### config.mk
export PLATFORM = sky130hd
export DESIGN_NAME = mem_access_unit_flat
export DESIGN_NICKNAME = d
export VERILOG_FILES = /design/src/rtl/mem_access_unit_if.sv /design/src/rtl/mem_access_unit.sv /design/src/flat_wrapper.sv
export SDC_FILE = /design/constraint.sdc
export NUM_CORES = 1
export LEC_CHECK = 0
export ABC_AREA = 1
export CAP_MARGIN = 40
export CORE_MARGIN = 2
export CORE_UTILIZATION = 48
export DETAILED_ROUTE_END_ITERATION = 12
export GPL_TIMING_DRIVEN = 0
export PLACE_DENSITY = 0.85
export SETUP_SLACK_MARGIN = 0.1
export SYNTH_ARGS = -nofsm -noshare
export SYNTH_HDL_FRONTEND = slang
export SYNTH_SLANG_ARGS = --single-unit
### constraint.sdc
create_clock -name clk -period 4.7 [get_ports clk]
set_clock_uncertainty 0.15 [all_clocks]
set_input_delay 0.47 -clock clk [delete_from_list [all_inputs] [get_ports clk]]
set_output_delay 0.47 -clock clk [all_outputs]
set_load 0.05 [all_outputs]
### src/rtl/mem_access_unit_if.sv
// rtl/mem_access_unit_if.sv - pipeline request/response and data-memory bus bundle for mem_access_unit
interface mem_access_unit_if;
    logic        ReqValid;
    logic        ReqLoad;
    logic [1:0]  ReqSize;
    logic        ReqSigned;
    logic [31:0] ReqAddr;
    logic [31:0] ReqWdata;
    logic        Stall;
    logic        Done;
    logic [31:0] RespData;
    logic        MisalignErr;
    logic        RangeErr;
    logic        MemRead;
    logic        MemWrite;
    logic [31:0] Addr;
    logic [31:0] Wdata;
    logic [31:0] Rdata;

    modport slave (
        input  ReqValid, ReqLoad, ReqSize, ReqSigned, ReqAddr, ReqWdata, Rdata,
        output Stall, Done, RespData, MisalignErr, RangeErr, MemRead, MemWrite, Addr, Wdata
    );

    modport master (
        output ReqValid, ReqLoad, ReqSize, ReqSigned, ReqAddr, ReqWdata, Rdata,
        input  Stall, Done, RespData, MisalignErr, RangeErr, MemRead, MemWrite, Addr, Wdata
    );
endinterface

### src/rtl/mem_access_unit.sv
// rtl/mem_access_unit.sv - byte/half/word load-store initiator with read-modify-write; MEM_BOUNDS_CHECK_EN enables range rejection
module mem_access_unit #(
    parameter int DEPTH_LOG2 = 9
) (
    input  logic               clk,
    input  logic               reset,
    mem_access_unit_if.slave   bus
);
    typedef enum logic [1:0] {IDLE, ACCESS, RMW_WR, DONE} state_t;

    state_t                  state_q, state_d;
    logic                    load_q, load_d;
    logic [1:0]              size_q, size_d;
    logic                    signed_q, signed_d;
    logic [DEPTH_LOG2+1:0]   addr_q, addr_d;
    logic [31:0]             wdata_q, wdata_d;
    logic [31:0]             rdata_q, rdata_d;
    logic [31:0]             resp_q, resp_d;
    logic                    mis_q, mis_d;
    logic                    rng_q, rng_d;

    logic                    misalign;
    logic                    out_of_range;
    logic [31:0]             load_val;
    logic [31:0]             merged;
    logic [7:0]              lane_b;
    logic [15:0]             lane_h;
    logic                    mem_read;
    logic                    mem_write;
    logic [31:0]             wdata_out;

    assign misalign = (bus.ReqSize == 2'b11)
                    | ((bus.ReqSize == 2'b01) & bus.ReqAddr[0])
                    | ((bus.ReqSize == 2'b10) & (|bus.ReqAddr[1:0]));

`ifdef MEM_BOUNDS_CHECK_EN
    assign out_of_range = |bus.ReqAddr[31:DEPTH_LOG2+2];
`else
    // Upper address bits wrap modulo the memory depth.
    logic addr_hi_unused;
    assign addr_hi_unused = ^bus.ReqAddr[31:DEPTH_LOG2+2];
    assign out_of_range   = 1'b0;
`endif

    always_comb begin
        lane_b   = bus.Rdata[{addr_q[1:0], 3'b000} +: 8];
        lane_h   = bus.Rdata[{addr_q[1], 4'b0000} +: 16];
        case (size_q)
            2'b00:   load_val = {{24{signed_q & lane_b[7]}}, lane_b};
            2'b01:   load_val = {{16{signed_q & lane_h[15]}}, lane_h};
            default: load_val = bus.Rdata;
        endcase
    end

    always_comb begin
        merged = rdata_q;
        if (size_q == 2'b00)
            merged[{addr_q[1:0], 3'b000} +: 8] = wdata_q[7:0];
        else
            merged[{addr_q[1], 4'b0000} +: 16] = wdata_q[15:0];
    end

    always_comb begin
        state_d   = state_q;
        load_d    = load_q;
        size_d    = size_q;
        signed_d  = signed_q;
        addr_d    = addr_q;
        wdata_d   = wdata_q;
        rdata_d   = rdata_q;
        resp_d    = resp_q;
        mis_d     = mis_q;
        rng_d     = rng_q;
        mem_read  = 1'b0;
        mem_write = 1'b0;
        wdata_out = 32'h0;
        case (state_q)
            IDLE: begin
                if (bus.ReqValid) begin
                    load_d   = bus.ReqLoad;
                    size_d   = bus.ReqSize;
                    signed_d = bus.ReqSigned;
                    addr_d   = bus.ReqAddr[DEPTH_LOG2+1:0];
                    wdata_d  = bus.ReqWdata;
                    resp_d   = 32'h0;
                    mis_d    = misalign;
                    rng_d    = ~misalign & out_of_range;
                    state_d  = (misalign | out_of_range) ? DONE : ACCESS;
                end
            end
            ACCESS: begin
                if (load_q || size_q != 2'b10) begin
                    mem_read = 1'b1;
                    rdata_d  = bus.Rdata;
                    if (load_q) begin
                        resp_d  = load_val;
                        state_d = DONE;
                    end else begin
                        state_d = RMW_WR;
                    end
                end else begin
                    mem_write = 1'b1;
                    wdata_out = wdata_q;
                    state_d   = DONE;
                end
            end
            RMW_WR: begin
                mem_write = 1'b1;
                wdata_out = merged;
                state_d   = DONE;
            end
            DONE: begin
                state_d = IDLE;
            end
            default: state_d = IDLE;
        endcase
    end

    always_ff @(posedge clk or posedge reset) begin
        if (reset) begin
            state_q  <= IDLE;
            load_q   <= 1'b0;
            size_q   <= 2'b00;
            signed_q <= 1'b0;
            addr_q   <= '0;
            wdata_q  <= 32'h0;
            rdata_q  <= 32'h0;
            resp_q   <= 32'h0;
            mis_q    <= 1'b0;
            rng_q    <= 1'b0;
        end else begin
            state_q  <= state_d;
            load_q   <= load_d;
            size_q   <= size_d;
            signed_q <= signed_d;
            addr_q   <= addr_d;
            wdata_q  <= wdata_d;
            rdata_q  <= rdata_d;
            resp_q   <= resp_d;
            mis_q    <= mis_d;
            rng_q    <= rng_d;
        end
    end

    assign bus.Done        = (state_q == DONE);
    assign bus.Stall       = bus.ReqValid & ~bus.Done;
    assign bus.RespData    = (bus.Done & load_q) ? resp_q : 32'h0;
    assign bus.MisalignErr = bus.Done & mis_q;
    assign bus.RangeErr    = bus.Done & rng_q;
    assign bus.MemRead     = mem_read;
    assign bus.MemWrite    = mem_write;
    assign bus.Wdata       = wdata_out;
    assign bus.Addr        = {{(32-DEPTH_LOG2){1'b0}}, addr_q[DEPTH_LOG2+1:2]};
endmodule

### src/flat_wrapper.sv
// flat-port wrapper written by rule: the top's interface ports become plain ports
module mem_access_unit_flat 
#(
    parameter int DEPTH_LOG2 = 9
)
  (clk, reset, bus_ReqValid, bus_ReqLoad, bus_ReqSize, bus_ReqSigned, bus_ReqAddr, bus_ReqWdata, bus_Rdata, bus_Stall, bus_Done, bus_RespData, bus_MisalignErr, bus_RangeErr, bus_MemRead, bus_MemWrite, bus_Addr, bus_Wdata);
  mem_access_unit_if bus_i ();
  input  logic clk;
  input  logic reset;
  input wire logic [$bits(bus_i.ReqValid)-1:0] bus_ReqValid;
  input wire logic [$bits(bus_i.ReqLoad)-1:0] bus_ReqLoad;
  input wire logic [$bits(bus_i.ReqSize)-1:0] bus_ReqSize;
  input wire logic [$bits(bus_i.ReqSigned)-1:0] bus_ReqSigned;
  input wire logic [$bits(bus_i.ReqAddr)-1:0] bus_ReqAddr;
  input wire logic [$bits(bus_i.ReqWdata)-1:0] bus_ReqWdata;
  input wire logic [$bits(bus_i.Rdata)-1:0] bus_Rdata;
  output wire logic [$bits(bus_i.Stall)-1:0] bus_Stall;
  output wire logic [$bits(bus_i.Done)-1:0] bus_Done;
  output wire logic [$bits(bus_i.RespData)-1:0] bus_RespData;
  output wire logic [$bits(bus_i.MisalignErr)-1:0] bus_MisalignErr;
  output wire logic [$bits(bus_i.RangeErr)-1:0] bus_RangeErr;
  output wire logic [$bits(bus_i.MemRead)-1:0] bus_MemRead;
  output wire logic [$bits(bus_i.MemWrite)-1:0] bus_MemWrite;
  output wire logic [$bits(bus_i.Addr)-1:0] bus_Addr;
  output wire logic [$bits(bus_i.Wdata)-1:0] bus_Wdata;
  assign bus_i.ReqValid = bus_ReqValid;
  assign bus_i.ReqLoad = bus_ReqLoad;
  assign bus_i.ReqSize = bus_ReqSize;
  assign bus_i.ReqSigned = bus_ReqSigned;
  assign bus_i.ReqAddr = bus_ReqAddr;
  assign bus_i.ReqWdata = bus_ReqWdata;
  assign bus_i.Rdata = bus_Rdata;
  assign bus_Stall = bus_i.Stall;
  assign bus_Done = bus_i.Done;
  assign bus_RespData = bus_i.RespData;
  assign bus_MisalignErr = bus_i.MisalignErr;
  assign bus_RangeErr = bus_i.RangeErr;
  assign bus_MemRead = bus_i.MemRead;
  assign bus_MemWrite = bus_i.MemWrite;
  assign bus_Addr = bus_i.Addr;
  assign bus_Wdata = bus_i.Wdata;
  mem_access_unit #(.DEPTH_LOG2(DEPTH_LOG2)) u_core (.clk(clk), .reset(reset), .bus(bus_i));
endmodule
* Word-level counts from Yosys, hierarchy flattened
Cells that the tools add are included.
Word-level totals: bits in registers 114, latch bits 0, memory bits (writable) 0, memory bits (read-only) 0, input bits 103, output and inout bits 102, logic and storage cells 66, memories 0
Cells by class: add/sub/neg operators 2, multipliers 0, div/mod/pow operators 0, magnitude comparators 0, equality and inequality tests 11, shift operators 6, multiplexer cells 20, bitwise logic cells 10, reductions and logical operators 8
Operator list (count):
- 2-to-1 mux 32 bit | 6
- case mux 32 bit (2 select lines) | 3
- bitwise mux 32 bit | 2
- variable shift 16 x 7 -> 32 bit, first input constant | 1
- variable shift 8 x 7 -> 32 bit, first input constant | 1
- indexed part select 16 x 7 -> 32 bit | 1
- indexed part select 32 x 6 -> 16 bit | 1
- indexed part select 32 x 6 -> 8 bit | 1
- indexed part select 8 x 7 -> 32 bit | 1
- negation 5 -> 7 bit | 2
- == test 2 bit, second input constant | 4
- case mux 2 bit (4 select lines) | 1
- bitwise AND 1 bit | 7
- == test 2 x 1 -> 1 bit, second input constant | 3
- 2-to-1 mux 1 bit | 5
- logical NOT 2 bit | 2
- 2-to-1 mux 2 bit | 2
- != test 2 x 1 -> 1 bit, second input constant | 2
- != test 2 bit, second input constant | 2
- AND reduction 2 bit | 2
- AND reduction 4 bit | 1
- OR 1 bit | 2
- case mux 1 bit (2 select lines) | 1
- nonzero test 2 bit | 1
- other kinds (3) | 3

* Logic depth before layout (Yosys ltp)
Gate-level depths: netlist of run 1.
word-level depth 7, depth in mapped cells 11, mapped depth without buffers 9

* Worst setup path before layout of run 1
No wires, ideal clock.
path type flip-flop to output port, from register u_core.addr_q[1], to output port bus_Wdata[7], data arrival time 2.530 ns, required time 4.080 ns, slack 1.550 ns, cell stages (with the launch flop) 11, buffers on the path 4, cell sequence dfrtp_1 -> buf_2 -> inv_2 -> buf_2 -> ha_1 -> clkbuf_1 -> clkbuf_1 -> nand3_1 -> o211ai_1 -> nand3_1 -> a21oi_1
On the way: word-level cells in the longest chain between the ends 5, elaborated cells on any way between the ends 10, those cells by class add/sub (2); shift (4); mux (4)
RTL lines:
- start, declared | RTL line mem_access_unit.sv:15 | logic [DEPTH_LOG2+1:0] addr_q, addr_d;
- start signal, assigned | RTL line mem_access_unit.sv:136 | addr_q <= addr_d;
- negation 5 -> 7 bit, on equally long branches | RTL line mem_access_unit.sv:60, mem_access_unit.sv:58
- indexed part select 16 x 7 -> 32 bit, or another cell as far along | RTL line mem_access_unit.sv:60 | merged[{addr_q[1], 4'b0000} +: 16] = wdata_q[15:0];
- bitwise mux 32 bit, on equally long branches | RTL line mem_access_unit.sv:60, mem_access_unit.sv:58
- 2-to-1 mux 32 bit * | RTL line mem_access_unit.sv:57 | if (size_q == 2'b00)
- case mux 32 bit (2 select lines) * | RTL line mem_access_unit.sv:77 | case (state_q)
- end, declared | RTL line flat_wrapper.sv:25 | output wire logic [$bits(bus_i.Wdata)-1:0] bus_Wdata;
Every way passes the cells marked *; elsewhere a longest branch is shown, timed or not.

* Worst setup path in the final report of run 1
from register u_core.addr_q[1], to output port bus_Wdata[1]
The elaborated chain is that of the path after synthesis.

==> results of run 1 <==
## sequential cells by signal, indices dropped and copies added, names as in the netlist
register / count
u_core.size_q: 2
u_core.signed_q: 1
u_core.state_q: 2
u_core.load_q: 1
u_core.addr_q: 11
u_core.rdata_q: 32
u_core.resp_q: 32
u_core.mis_q: 1
u_core.wdata_q: 32
## worst max-delay path: stages, from the launching register on
cell             delay, ns
dfrtp_1               0.41
buf_2                 0.18
inv_2                 0.14
buf_2                 0.27
ha_1                  0.32
nor2_1                0.56
nand3_1               0.16
o211ai_1              0.12
nand3_1               0.09
a21oi_1               0.26
clkdlybuf4s50_1       0.86
## Yosys cell counts (all sizes together), types with 2 or more instances
master,count
clkbuf,31
o22ai,3
nor3,2
nand3,57
ha,9
inv,111
dfrtp,114
o211ai,28
buf,59
nor2,50
a21oi,97
nand2,368
clkinv,2
o21ai,98
## cell usage in the layout, fill, tap and decap left out, drive strengths merged
| master | n |
|---|---|
| nand2 | 368 |
| clkdlybuf4s50 | 159 |
| dfrtp | 114 |
| inv | 111 |
| o21ai | 98 |
| a21oi | 97 |
| buf | 60 |
| nand3 | 57 |
| clkbuf | 53 |
| nor2 | 50 |
| o211ai | 28 |
| conb | 24 |
| ha | 9 |
| clkinv | 5 |
| bufinv | 4 |
| o22ai | 3 |
| nor3 | 2 |
| clkinvlp | 2 |
| o311ai | 1 |
## power groups by stage
| stage | logic, W | registers (W) | clock network (W) |
|---|---|---|---|
| global placement | 0.00383 | 0.00182 | 0 |
| floorplan | 0.00281 | 0.00169 | 0 |
| CTS | 0.00392 | 0.00183 | 0.00139 |
| detailed placement | 0.00389 | 0.00183 | 0 |
| finish | 0.00398 | 0.00184 | 0.00138 |
| global route | 0.00434 | 0.00188 | 0.00143 |
## layout make-up
| cell class | instances | area [µm²] | share of cell area, % |
|---|---|---|---|
| tap | 184 | 230 | 2.40 |
| multi-input combinational | 737 | 3340 | 34.8 |
| timing repair buffer | 160 | 1620 | 16.9 |
| inverter | 113 | 432 | 4.50 |
| clock inverter | 9 | 154 | 1.60 |
| sequential | 114 | 2850 | 29.7 |
| clock buffer | 22 | 474 | 4.94 |
| buffer | 90 | 500 | 5.21 |
## final timing paths
| path | startpoint | to | slack [ns] | cells past startpoint |
|---|---|---|---|---|
| hold reg to reg | u_core.addr_q[7] | u_core.addr_q[7] | 0.33 | 2 |
| min in group clk | u_core.addr_q[7] | u_core.addr_q[7] | 0.33 | 2 |
| setup reg to reg | u_core.state_q[1] | u_core.wdata_q[2] | 2.34 | 7 |
| hold / removal | reset | u_core.rdata_q[4] | 0.33 | 2 |
| setup / recovery | u_core.addr_q[1] | bus_Wdata[1] | 0.29 | 10 |
| max in group asynchronous | reset | u_core.rdata_q[26] | 3.32 | 3 |
## cells by family after synthesis
logic type	after synthesis
adders and majority gates	9
other	1
AOI/OAI and AO/OA	227
DFF	114
and+or+nand+nor	477
buffers and inverters	203
## metal layers
layer | share of wire [%] | up-vias
met5 | 0 | -
li1 | - | 3629
met1 | 42 | 3518
met4 | 4.4 | 0
met3 | 8.2 | 63
met2 | 45 | 397
## metrics by stage
stage	TNS [ns]	util [%]	instance area [µm²]	total power, W	hold slack (ns)
2_1_floorplan	0	-	7120	0.00449	0.299
3_3_place_gp	-56.97	62.0	8940	0.00565	0.313
3_5_place_dp	0	62.2	8970	0.00572	0.315
4_1_cts	0	66.5	9600	0.00714	0.330
5_1_grt	0	66.5	9600	0.00765	0.344
6_report	0	66.5	9600	0.00721	0.330
==> reports/results.txt, run 1 <==
Setup crit end kind: primary output
EDFF count, synth: 0
DR DRC count: 0
initial antenna violation count: 0
Synth async-reset ratio: 100%
Ys Warns: 0
post-route setup slack: 0.289 ns
P_int: 0.00363 W
htree depth: 4
critical path data required time: 4.08 ns
Most Crowded Layer GR: met2
via count: 7607
GPL Wtd Cong: 0.936
Final Setup Violations: 0
Synth Area in Adders: 1.60%
status: completed
Die ar.: 15600 µm²
cell area after synthesis: 7030 µm²
slew margin rel.: 51.8%
RSZ-0062 raised after global routing: false
Net Switching: 0.00358 W
fillers: 1257
Switching Fraction: 49.6%
main combinational cell family by area after synthesis: simple AND/OR/NAND/NOR gates
share of layout cells above drive strength 1: 7.95%
IR Drop Worst-Case VDD: 0.527 mV
Root Driver: clkbuf_16
Yosys top cell by area: dfrtp_1
mux cell area share after synthesis: 0%
clk_lat worst skew: 0.42 ns
buffer count from post-CTS setup fixing: 0
vias in the first global route: 7193
fin crit share: 93.9%
Finished Layout Cells: 1429
Synth Area in Compound Gates: 17.3%
largest net degree at the start of global routing: 70
Final nets: 1345
Synth top area share: 40.6%
Reg power frac: 25.5%
Max-Cap Viols: 0
clk sinks: 114
pre-CTS setup slack: 0.800 ns
grt met1 use: 40.7%
Worst EP arrival: 3.79 ns
post-synthesis cell count: 1031
GRT met2 Usage: 48.7%
CTS hold repair buffers: 0
Cells after DPL: 1398
GR Util All Layers: 30.7%
Post-Synth Simple-Gate Area: 27.2%
global-route wire length before repair: 37900 µm
Clk pwr share: 19.2%
achievable clock frequency: 227 MHz
post-synth cell types: 27
final antenna-violating net count: 0
worst-margin pin slew: 0.723 ns
drt total wl: 24100 µm
Static Leak: 4.53 nW
WL per Instance: 16.9 µm
Final min period: 4.41 ns
Final Hold Viols: 0
number of CTS-inserted buffers: 17
DRT iter0 DRCs: 870
clock buffer depth: 2
top cells by area, synth: dfrtp_1 (41%), nand2_1 (19%), a21oi_1 (6.9%)
Cell Pwr Density: 751 nW/µm²
total core area: 14400 µm²
initial core utilization: 48.8%
Pins Over Slew Limit: 0
met3 GRT Util: 5.13%
CTS clock-pin slew for the worst setup and hold paths: 0.05 ns
I/O pins: 205
worst-path fanout max: 12
Critical Path Source Type: register
worst hold path type: input pin to asynchronous set/reset pin
Synth Area in XOR/XNOR: 0%
placed wire-length estimate: 17900 µm
post-synthesis sequential area ratio: 40.6%
Seq cells post-synth: 114
Synth Flop Type: dfrtp_1
Via density: 5.32
# diodes: 0
remaining global-route overflow: 0
area growth from synthesis to layout: 36.5%
DR pass1 iterations: 6
CTS tree: built
I/O Buffers: 159
num rows: 44
post_cts resized: 0
Logic pwr share: 55.3%
die width: 125 µm
Die Span Y: 125 µm
synthesized area per cell: 6.82 µm²
critical path class: register to primary output
Power figures use the tool's default switching activity.
==> run 2, diff against run 1 <==
CTS_CLUSTER_SIZE = 20   (was default)
==> results of run 2 <==
Final layout, timing and power as in run 1 (identical DEF).
